--- config.mk ---
export PLATFORM = sky130hd
export DESIGN_NAME = pc_ctrl
export DESIGN_NICKNAME = d
export VERILOG_FILES = /design/src/rtl/pc_ctrl_pkg.sv /design/src/rtl/pc_ctrl_ret_stack.sv /design/src/rtl/pc_ctrl.sv
export SDC_FILE = /design/constraint.sdc
export NUM_CORES = 1
export LEC_CHECK = 0
export CORE_MARGIN = 2
export CORE_UTILIZATION = 34
export CTS_CLUSTER_SIZE = 10
export DETAILED_ROUTE_END_ITERATION = 10
export PLACE_DENSITY = 0.74
export SYNTH_ARGS = -nofsm -noshare
export SYNTH_HDL_FRONTEND = slang
export SYNTH_SLANG_ARGS = --single-unit
--- constraint.sdc ---
create_clock -name clk -period 1.5 [get_ports clk]
set_input_delay 0.3 -clock clk [delete_from_list [all_inputs] [get_ports clk]]
set_output_delay 0.3 -clock clk [all_outputs]
set_load 0.005 [all_outputs]
--- src/rtl/pc_ctrl_pkg.sv ---
// Shared encodings for the program-counter sequencing controller:
// decoded op kinds, pc modes and the controller state type.
package pc_ctrl_pkg;

    localparam logic [2:0] OP_NOP  = 3'd0;
    localparam logic [2:0] OP_JMP  = 3'd1;
    localparam logic [2:0] OP_BR   = 3'd2;
    localparam logic [2:0] OP_HALT = 3'd3;
    localparam logic [2:0] OP_CALL = 3'd4;
    localparam logic [2:0] OP_RET  = 3'd5;

    // Hold is deliberately its own code so the pc can tell "keep value" apart from a step.
    localparam logic [2:0] PC_MODE_NORMAL = 3'd0;
    localparam logic [2:0] PC_MODE_ADD    = 3'd1;
    localparam logic [2:0] PC_MODE_JUMP   = 3'd2;
    localparam logic [2:0] PC_MODE_HOLD   = 3'd3;

    typedef enum logic [2:0] {
        CTRL_BOOT   = 3'd0,
        CTRL_FETCH  = 3'd1,
        CTRL_EXEC   = 3'd2,
        CTRL_HALT   = 3'd3,
        CTRL_RESUME = 3'd4
    } ctrl_state_t;

endpackage

--- src/rtl/pc_ctrl_ret_stack.sv ---
// ret_stack: small LIFO of return addresses for call/ret; dout shows the
// top entry combinationally so a ret can jump in the same cycle it pops.
module ret_stack #(
    parameter int WIDTH = 8,
    parameter int DEPTH = 4
) (
    input  logic             clk,
    input  logic             reset,
    input  logic             push,
    input  logic             pop,
    input  logic [WIDTH-1:0] din,
    output logic [WIDTH-1:0] dout,
    output logic             full,
    output logic             empty
);

    localparam int CW = $clog2(DEPTH + 1);
    localparam int AW = (DEPTH > 1) ? $clog2(DEPTH) : 1;

    logic [WIDTH-1:0] mem [DEPTH];
    logic [CW-1:0]    count;
    logic [AW-1:0]    top_idx;

    assign full    = (count == CW'(DEPTH));
    assign empty   = (count == '0);
    assign top_idx = AW'(count - CW'(1));
    assign dout    = mem[top_idx];

    always_ff @(posedge clk or negedge reset) begin
        if (!reset) begin
            count <= '0;
        end else if (push && !full) begin
            count <= count + CW'(1);
        end else if (pop && !empty) begin
            count <= count - CW'(1);
        end
    end

    // Entries need no reset: an entry is only ever read after it has been pushed.
    always_ff @(posedge clk) begin
        if (push && !full) begin
            mem[count[AW-1:0]] <= din;
        end
    end

endmodule

--- src/rtl/pc_ctrl.sv ---
// pc_ctrl: fetch/execute sequencer driving the pc's reset, mode and offset.
// Define PC_CALL_STACK_EN to add call/ret through a return-address stack.
module pc_ctrl
    import pc_ctrl_pkg::*;
#(
    parameter int WIDTH       = 8,
    parameter int STACK_DEPTH = 4
) (
    input  logic             clk,
    input  logic             reset,
    input  logic             mem_ready,
    input  logic [2:0]       op_kind,
    input  logic [WIDTH-1:0] op_target,
    input  logic             cond_flag,
    input  logic             resume,
    input  logic [WIDTH-1:0] pc_value,
    output logic             pc_reset,
    output logic [2:0]       pc_mode,
    output logic [WIDTH-1:0] pc_offset,
    output logic             fetch_req,
    output logic             halted,
    output logic             stack_err
);

    ctrl_state_t      state;
    ctrl_state_t      state_next;
    logic [2:0]       op_kind_q;
    logic [WIDTH-1:0] op_target_q;

`ifdef PC_CALL_STACK_EN
    logic             push;
    logic             pop;
    logic             stk_full;
    logic             stk_empty;
    logic [WIDTH-1:0] stk_dout;
    logic [WIDTH-1:0] ret_addr;
`endif

    always_ff @(posedge clk or negedge reset) begin
        if (!reset) begin
            state <= CTRL_BOOT;
        end else begin
            state <= state_next;
        end
    end

    // The op is captured on the FETCH edge so EXEC decodes a stable copy.
    always_ff @(posedge clk or negedge reset) begin
        if (!reset) begin
            op_kind_q   <= OP_NOP;
            op_target_q <= '0;
        end else if (state == CTRL_FETCH && mem_ready) begin
            op_kind_q   <= op_kind;
            op_target_q <= op_target;
        end
    end

    always_comb begin
        state_next = state;
        pc_reset   = 1'b0;
        pc_mode    = PC_MODE_HOLD;
        pc_offset  = '0;
        fetch_req  = 1'b0;
        halted     = 1'b0;
`ifdef PC_CALL_STACK_EN
        push       = 1'b0;
        pop        = 1'b0;
`endif
        case (state)
            CTRL_BOOT: begin
                pc_reset   = 1'b1;
                state_next = CTRL_FETCH;
            end
            CTRL_FETCH: begin
                fetch_req = 1'b1;
                if (mem_ready) begin
                    state_next = CTRL_EXEC;
                end
            end
            CTRL_EXEC: begin
                state_next = CTRL_FETCH;
                pc_mode    = PC_MODE_NORMAL;
                case (op_kind_q)
                    OP_JMP: begin
                        pc_mode   = PC_MODE_JUMP;
                        pc_offset = op_target_q;
                    end
                    OP_BR: begin
                        if (cond_flag) begin
                            pc_mode   = PC_MODE_ADD;
                            pc_offset = op_target_q;
                        end
                    end
                    OP_HALT: begin
                        pc_mode    = PC_MODE_HOLD;
                        state_next = CTRL_HALT;
                    end
`ifdef PC_CALL_STACK_EN
                    // A call on a full stack still jumps; only the push is dropped.
                    OP_CALL: begin
                        pc_mode   = PC_MODE_JUMP;
                        pc_offset = op_target_q;
                        push      = !stk_full;
                    end
                    OP_RET: begin
                        if (!stk_empty) begin
                            pop       = 1'b1;
                            pc_mode   = PC_MODE_JUMP;
                            pc_offset = stk_dout;
                        end
                    end
`endif
                    default: ;
                endcase
            end
            CTRL_HALT: begin
                halted = 1'b1;
                if (resume) begin
                    state_next = CTRL_RESUME;
                end
            end
            CTRL_RESUME: begin
                pc_mode    = PC_MODE_NORMAL;
                state_next = CTRL_FETCH;
            end
            default: begin
                state_next = CTRL_BOOT;
            end
        endcase
    end

`ifdef PC_CALL_STACK_EN
    assign ret_addr = pc_value + WIDTH'(1);

    ret_stack #(
        .WIDTH (WIDTH),
        .DEPTH (STACK_DEPTH)
    ) u_ret_stack (
        .clk   (clk),
        .reset (reset),
        .push  (push),
        .pop   (pop),
        .din   (ret_addr),
        .dout  (stk_dout),
        .full  (stk_full),
        .empty (stk_empty)
    );

    always_ff @(posedge clk or negedge reset) begin
        if (!reset) begin
            stack_err <= 1'b0;
        end else if (state == CTRL_EXEC &&
                     ((op_kind_q == OP_CALL && stk_full) ||
                      (op_kind_q == OP_RET && stk_empty))) begin
            stack_err <= 1'b1;
        end
    end
`else
    logic pc_value_unused;
    assign pc_value_unused = ^pc_value;
    assign stack_err       = 1'b0;
`endif

endmodule
== Word-level counts from Yosys, hierarchy flattened ==
Index checks and enable logic that the tools add are counted.
Word-level totals
  input bits: 24
  logic and storage cells: 29
  register bits: 14
  output and inout port bits: 15
Operators by class
  mux-type cells: 13
  eq/ne operators: 9
  reduce and logical (&&, ||, !) cells: 4
Operators by type and width (count)
  $mux 8: 2
  $pmux 8 s2: 1
  $eq 3x2->1 const B: 4
  $pmux 3 s4: 1
  $eq 3x1->1 const B: 2
  $mux 3: 2
  $pmux 2 s3: 1
  $mux 1: 4
  $ne 2x2->1 const B: 2
  $pmux 2 s2: 1
  $eq 3x3->1 const B: 1
  $logic_not 3->1: 1
  $mux 2: 1
  $reduce_and 2->1: 1
  $reduce_or 2->1: 1
  $logic_and 1x1->1: 1

== Longest topological paths before layout ==
Gate-level depths: netlist of the first run.
  depth after elaboration: 3
  gate-level depth with buffers: 4

== Least setup slack after synthesis of the first run ==
OpenSTA, ideal clock, no wires.
  path kind: reg2out
  start point: register state[2]
  end point: output port pc_offset[0]
  data arrival time: 1.245 ns
  slack: -0.045 ns
  stages on the path, launching flop included: 4
  cells stage by stage: dfrtp_1 -> or4b_4 -> a21oi_4 -> and2_1
On the way
  cells in the longest elaborated chain, start to end: 2
Ends and longest elaborated chain
  start: declaration: line pc_ctrl.sv:25  | ctrl_state_t state;
  start signal: assignment: line pc_ctrl.sv:43  | state <= state_next;
  $eq 3x2->1: line pc_ctrl.sv:69  | case (state)
  $mux 8: line pc_ctrl.sv:69
  end: declaration: line pc_ctrl.sv:19  | output logic [WIDTH-1:0] pc_offset,
Every way passes these cells.

== Worst setup path in the final report of the first run ==
  start point: register state[0]
  end point: output port pc_offset[6]
The elaborated chain is that of the path after synthesis.

==> metrics, run 1 <==
post-synthesis cell type count=20; core area=about 2000 um^2; Final Worst Setup Slack=-599 ps; share of cells above drive strength 1=0.549; pwr dens=1670 nW/um^2; io pins=39; total power=roughly 2.1 mW; number of synthesized register bits=14; CTS clk-pin slew, worst paths=80 ps; Main synth FF type=dfrtp_1; Syn Area/Cell=about 11 um^2; CTS Sinks=14; die area=2500 um^2; synth cell count leaders=dfrtp_1, mux2_2, and2_1; port bufs=28; Reg-to-Reg End=op_target_q[6]$_DFFE_PN0P_; total congestion overflow=0; DR vias/cell=4.49; top cell type by total area after synthesis=dfrtp_1; CP required=1200 ps; failing checks=setup timing; row cnt=16; vias in the first global route=roughly 670; crit path capture type=primary output; cts bufs inserted=3; register area share after synthesis=0.487; synthesized cell area=between 700 and 800 um^2; Synth Instances=65; Routed WL per cell=11.9 um; Setup-failing EPs final=11; largest net degree at the start of global routing=15; critical path class=reg -> out; initial antenna violation count=0; final hold violations=0; Post-synth EDFFs=0; antenna viol nets, final=0; number of nets in the layout=139; post-synth top area share=0.487; clk_skew=9.17 ps; chip width=50 um; achievable clock frequency=476 MHz; Skew-Pair Late Insertion Delay=270 ps; final slew viol count=0; Final HPWL DP=1150 um; H-tree depth=1; Tmin final=~2100 ps; final period utilization=1.40; first-pass GRT wire length=2860 um; r2r worst-path depth=6; CTS hold repair buffers=0; Layout area overhead=76.2%; CP max FO=3; final wirelength=1660 um; Total Routing Usage GR=0.148; Initial DRC Count=1; Starting Density=0.363; peak supply drop=about 0.90 mV; root buffer cell=clkbuf_4; DRC viols=0; status=complete, but fails checks; # Max-Cap Violations=0; startpoint types=flip-flop; RSZ-0062 raised after global routing=yes; filler cell count in the final layout=155; DIE HEIGHT=roughly 50 um; Leakage=0.596 nW; reg-to-reg slack, setup=-10 ps; Syn. warnings=0; TritonCTS clock tree=built; top-count cell post-synth=dfrtp_1; placed cell area=1100 um^2; origin of the critical flop-to-flop path=state[2]$_DFFE_PN0P_; vias post-DR=roughly 630; First-pass DRT Iterations=2; Async S/R FF share, synth=1.00; routability cong.=0.788; Ant. Diodes=0; Clock Path Buffers=2; Worst Path Arrival=1800 ps; Hold Crit Class=in -> async; ranking of synthesized cells by area=dfrtp_1, mux2_2, and2_1, nand2b_1, buf_4; post-route cell area=1270 um^2
flip-flops by register name (all words and copies together), names as in the netlist:
signal	cells
op_kind_q	3
op_target_q	8
state	3
power by group:
part	switching, mW	internal (mW)
Clock	0.104	0.0927
Sequential	0.108	0.562
Combinational	0.459	0.786
placed cells by master (no fill, tap or decap), drive strengths merged:
cell           synthesis  layout
clkbuf                 0       3
nor3                   1       1
conb                   1       2
nor2                   4       4
dfrtp                 14      14
o22ai                  1       1
nand2                  4       4
inv                    2       2
and2                   9       9
a21oi                  2       2
nand2b                 4       4
nor2b                  1       1
or4b                   1       1
clkdlybuf4s50          0      15
nand3b                 1       1
mux2                  11      11
buf                    3      32
o21a                   2       2
o21ai                  2       2
a21o                   2       2
logic make-up after synthesis:
| group | share of synthesized area |
|---|---|
| other | 0.00521 |
| multiplexers | 0.172 |
| flip-flops | 0.487 |
| AND/OR/NAND/NOR | 0.200 |
| buffers and inverters | 0.0417 |
| AO/OA/AOI/OAI | 0.0939 |
routing by layer:
layer	GRT usage	wire (um)
met2	0.257	871
met3	0.0273	76
met4	0.0417	0
met1	0.186	715
met5	0	0
worst max-delay path, stage by stage (launching register included):
cell and delay [ps]:
dfrtp_1 380, or4b_4 560, a21oi_4 170, buf_6 130, buf_6 90, and2_1 110
buf_2 110
timing repair:
| item | in CTS | in global routing |
|---|---|---|
| gates cloned | 1 | 0 |
| endpoints found under the hold margin | 0 | 0 |
| setup endpoints to repair | 24 | 24 |
| pin swaps | 14 | 4 |
| buffers inserted | 7 | 2 |
| resized for setup | 87 | 10 |
worst max path at each step:
stage | slack, ps | cells past startpoint | end | from
2_1_floorplan | -40 | 3 | pc_offset[0] | state[2]$_DFFE_PN0P_
3_5_place_dp | -630 | 5 | pc_offset[2] | cond_flag
6_report | -600 | 6 | pc_offset[6] | state[0]$_DFFE_PN0P_
5_1_grt | -680 | 6 | pc_offset[6] | state[0]$_DFFE_PN0P_
4_1_cts | -630 | 6 | pc_offset[6] | state[0]$_DFFE_PN0P_
3_3_place_gp | -580 | 5 | pc_offset[5] | cond_flag
area by class of cell:
cell class              count  area, um^2  area share
repair buffers             47         414       0.327
multi-input cells          47         439       0.346
clock buffers               3        22.5      0.0178
well taps                  27        33.8      0.0267
inverters                   2        7.51     0.00592
flip-flops and latches     14         350       0.276
per-stage QoR:
stage	hold WS [ps]	std cells	setup TNS [ps]	util	worst slack [ps]
6_report	323	140	-4390	0.640	-599
3_3_place_gp	486	129	-6330	0.554	-583
4_1_cts	323	140	-7200	0.627	-626
2_1_floorplan	4.41	66	-360	-	-45.0
5_1_grt	340	140	-5380	0.640	-685
3_5_place_dp	494	129	-6790	0.554	-629
Power figures use the tool's default switching activity.
==> run 2: changes to the inputs <==
CORE_UTILIZATION = 40   (was 34)
PLACE_DENSITY = 0.82   (was 0.74)
SKIP_LAST_GASP = 1   (was default)
clock period = 2.5 ns   (was 1.5 ns; I/O delays follow)
==> metrics, run 2 (same netlist as run 1, synthesis figures left out) <==
reg-to-reg slack, setup=990 ps (+1000 ps); number of nets in the layout=126 (-9.4%); H-tree depth=1 (unchanged); largest net degree at the start of global routing=15 (unchanged); First-pass DRT Iterations=4 (+2); CTS hold repair buffers=0 (unchanged); Clock Power Share=0.153 (+0.060); achievable clock frequency=425 MHz; first-pass GRT wire length=2260 um (-21%); worst-margin pin slew=598 ps; area of the multi-input gates=345 um^2 (-21%); r2r worst-path depth=5 (-1); Layout area overhead=50.8%; Largest regs=op_target_q (8), op_kind_q (3), state (3); Initial DRC Count=7 (+6); Setup-failing EPs final=0 (-11); # Max-Cap Violations=0 (unchanged); final hold violations=0 (unchanged); Reg-to-Reg End=op_target_q[4]$_DFFE_PN0P_; Clock Path Buffers=2 (unchanged); Largest register FFs=8 (unchanged); core area=1710 um^2 (-14%); origin of the critical flop-to-flop path=state[2]$_DFFE_PN0P_; die area=2150 um^2 (-14%); filler cell count in the final layout=134 (-14%); FF+latch area=350 um^2 (unchanged); post-layout util=0.635 (-0.00435); Ant. Diodes=0 (unchanged); antenna viol nets, final=0 (unchanged); Routed WL per cell=10.6 um (-11%); CP required=2000 ps (+800 ps); peak supply drop=0.548 mV (-39%); critical path class=reg -> out; Slew Limit Headroom=0.600; status=finished clean; Critical Path End=pc_offset[5]; Worst Path Arrival=1860 ps (+60 ps); Total Routing Usage GR=0.149 (+0.000329); share of cells above drive strength 1=0.257 (-0.291); pwr dens=933 nW/um^2 (-44%); total congestion overflow=0 (unchanged); register share of total power=0.391 (+0.074); startpoint types=flip-flop; row cnt=15 (-1); Final HPWL DP=1000 um (-13%); vias post-DR=571 (-9.2%); final slew viol count=0 (unchanged); Tmin final=2360 ps; clk_skew=0.834 ps (-8.33 ps); root buffer cell=clkbuf_4; DIE HEIGHT=46.4 um (-7.2%); Skew-Pair Late Insertion Delay=270 ps (about the same); Switch Pwr=304 uW (-55%); TritonCTS clock tree=built; port bufs=28 (unchanged); Leakage=0.507 nW (-15%); vias in the first global route=557 (-17%); io pins=39 (unchanged); Starting Density=0.421 (+0.0582); CP max FO=6 (+3); CTS Sinks=14 (unchanged); setup_tns=0 ps (+4390 ps); final wirelength=1340 um (-20%); combinational share of power=0.456 (-0.134); Crit. Startpoint=op_kind_q[2]$_DFFE_PN0P_; Sw Ratio=0.301 (-0.0171); DP Cell Count=119 (-7.8%); initial antenna violation count=0 (unchanged); DRC viols=0 (unchanged); chip width=46.4 um (-7.2%); routability cong.=0.709 (-10%); CTS clk-pin slew, worst paths=80 ps (about the same); Post-Layout Cell Count=126 (-10%); Hold Crit Class=reg -> reg; commonest cells after routing, fill and taps aside=clkdlybuf4s50_1, dfrtp_1, mux2_2; cell chain of the critical path=or4b_4 -> a21oi_4 -> buf_4 -> and2_1 -> dlygate4sd2_1; Slowest-stage cell, CP=or4b_4; cts bufs inserted=3 (unchanged); largest register by flop count=op_target_q; RSZ-0062 raised after global routing=no; commonest non-fill, non-tap cell in the layout=clkdlybuf4s50_1; crit path capture type=primary output; Worst path max stage delay=560 ps (about the same); final period utilization=0.942; DR vias/cell=4.53 (+0.87%); Int Power=708 uW (-51%)
[run 2: worst min-delay path by stage]
stage	startpoint	to	slack (ps)	depth (start not counted)
after floorplan	reset	op_kind_q[0]$_DFFE_PN0P_	200	0
after global placement	op_target_q[4]$_DFFE_PN0P_	op_target_q[4]$_DFFE_PN0P_	480	1
after detailed placement	op_target_q[0]$_DFFE_PN0P_	op_target_q[0]$_DFFE_PN0P_	490	1
after CTS	op_target_q[0]$_DFFE_PN0P_	op_target_q[0]$_DFFE_PN0P_	510	1
after global routing	op_target_q[7]$_DFFE_PN0P_	op_target_q[7]$_DFFE_PN0P_	530	1
final	op_target_q[0]$_DFFE_PN0P_	op_target_q[0]$_DFFE_PN0P_	510	1
[run 2: worst max-delay path: cells and delay by family (launching register included)]
kind / cells / cell delay [ps]
simple gates: 2 / 670
compound gates: 1 / 150
flops: 1 / 380
buf+inv: 2 / 390
[run 2: layer usage]
metal,global-route usage,up-vias,wire length (um)
met1,0.188,260,599
met4,0.0514,0,19
met5,0,-,0
li1,-,288,-
met2,0.256,21,628
met3,0.0235,2,88
[run 2: cell type report]
class / instances / share of cell area
well taps: 25 / 0.0288
inverters: 2 / 0.00692
flip-flops and latches: 14 / 0.323
multi-input cells: 47 / 0.318
clock buffers: 4 / 0.0334
repair buffers: 34 / 0.290
[run 2: stage by stage]
step,setup WS (ps),area (um^2),power [mW],hold WS [ps]
floorplan,755,723,0.665,204
global placement,-6.12,1030,0.832,481
detailed placement,4.71,1030,0.848,489
CTS,4.70,1100,1.02,507
global route,38.5,1080,1.09,530
finish,145,1080,1.01,505
[run 2: power groups by stage]
| stage | Clock, mW | Sequential, mW | Combinational, mW |
|---|---|---|---|
| after global placement | 0 | 0.401 | 0.431 |
| after floorplan | 0 | 0.402 | 0.263 |
| final | 0.155 | 0.396 | 0.461 |
| after CTS | 0.162 | 0.396 | 0.466 |
| after global routing | 0.171 | 0.412 | 0.511 |
| after detailed placement | 0 | 0.407 | 0.442 |
[run 2: what timing repair did]
| action | 4_1_cts | 5_1_grt |
|---|---|---|
| pin swaps | 5 | 1 |
| setup endpoints to repair | 8 | 8 |
| resized for setup | 7 | 10 |
| buffers inserted | 4 | 0 |
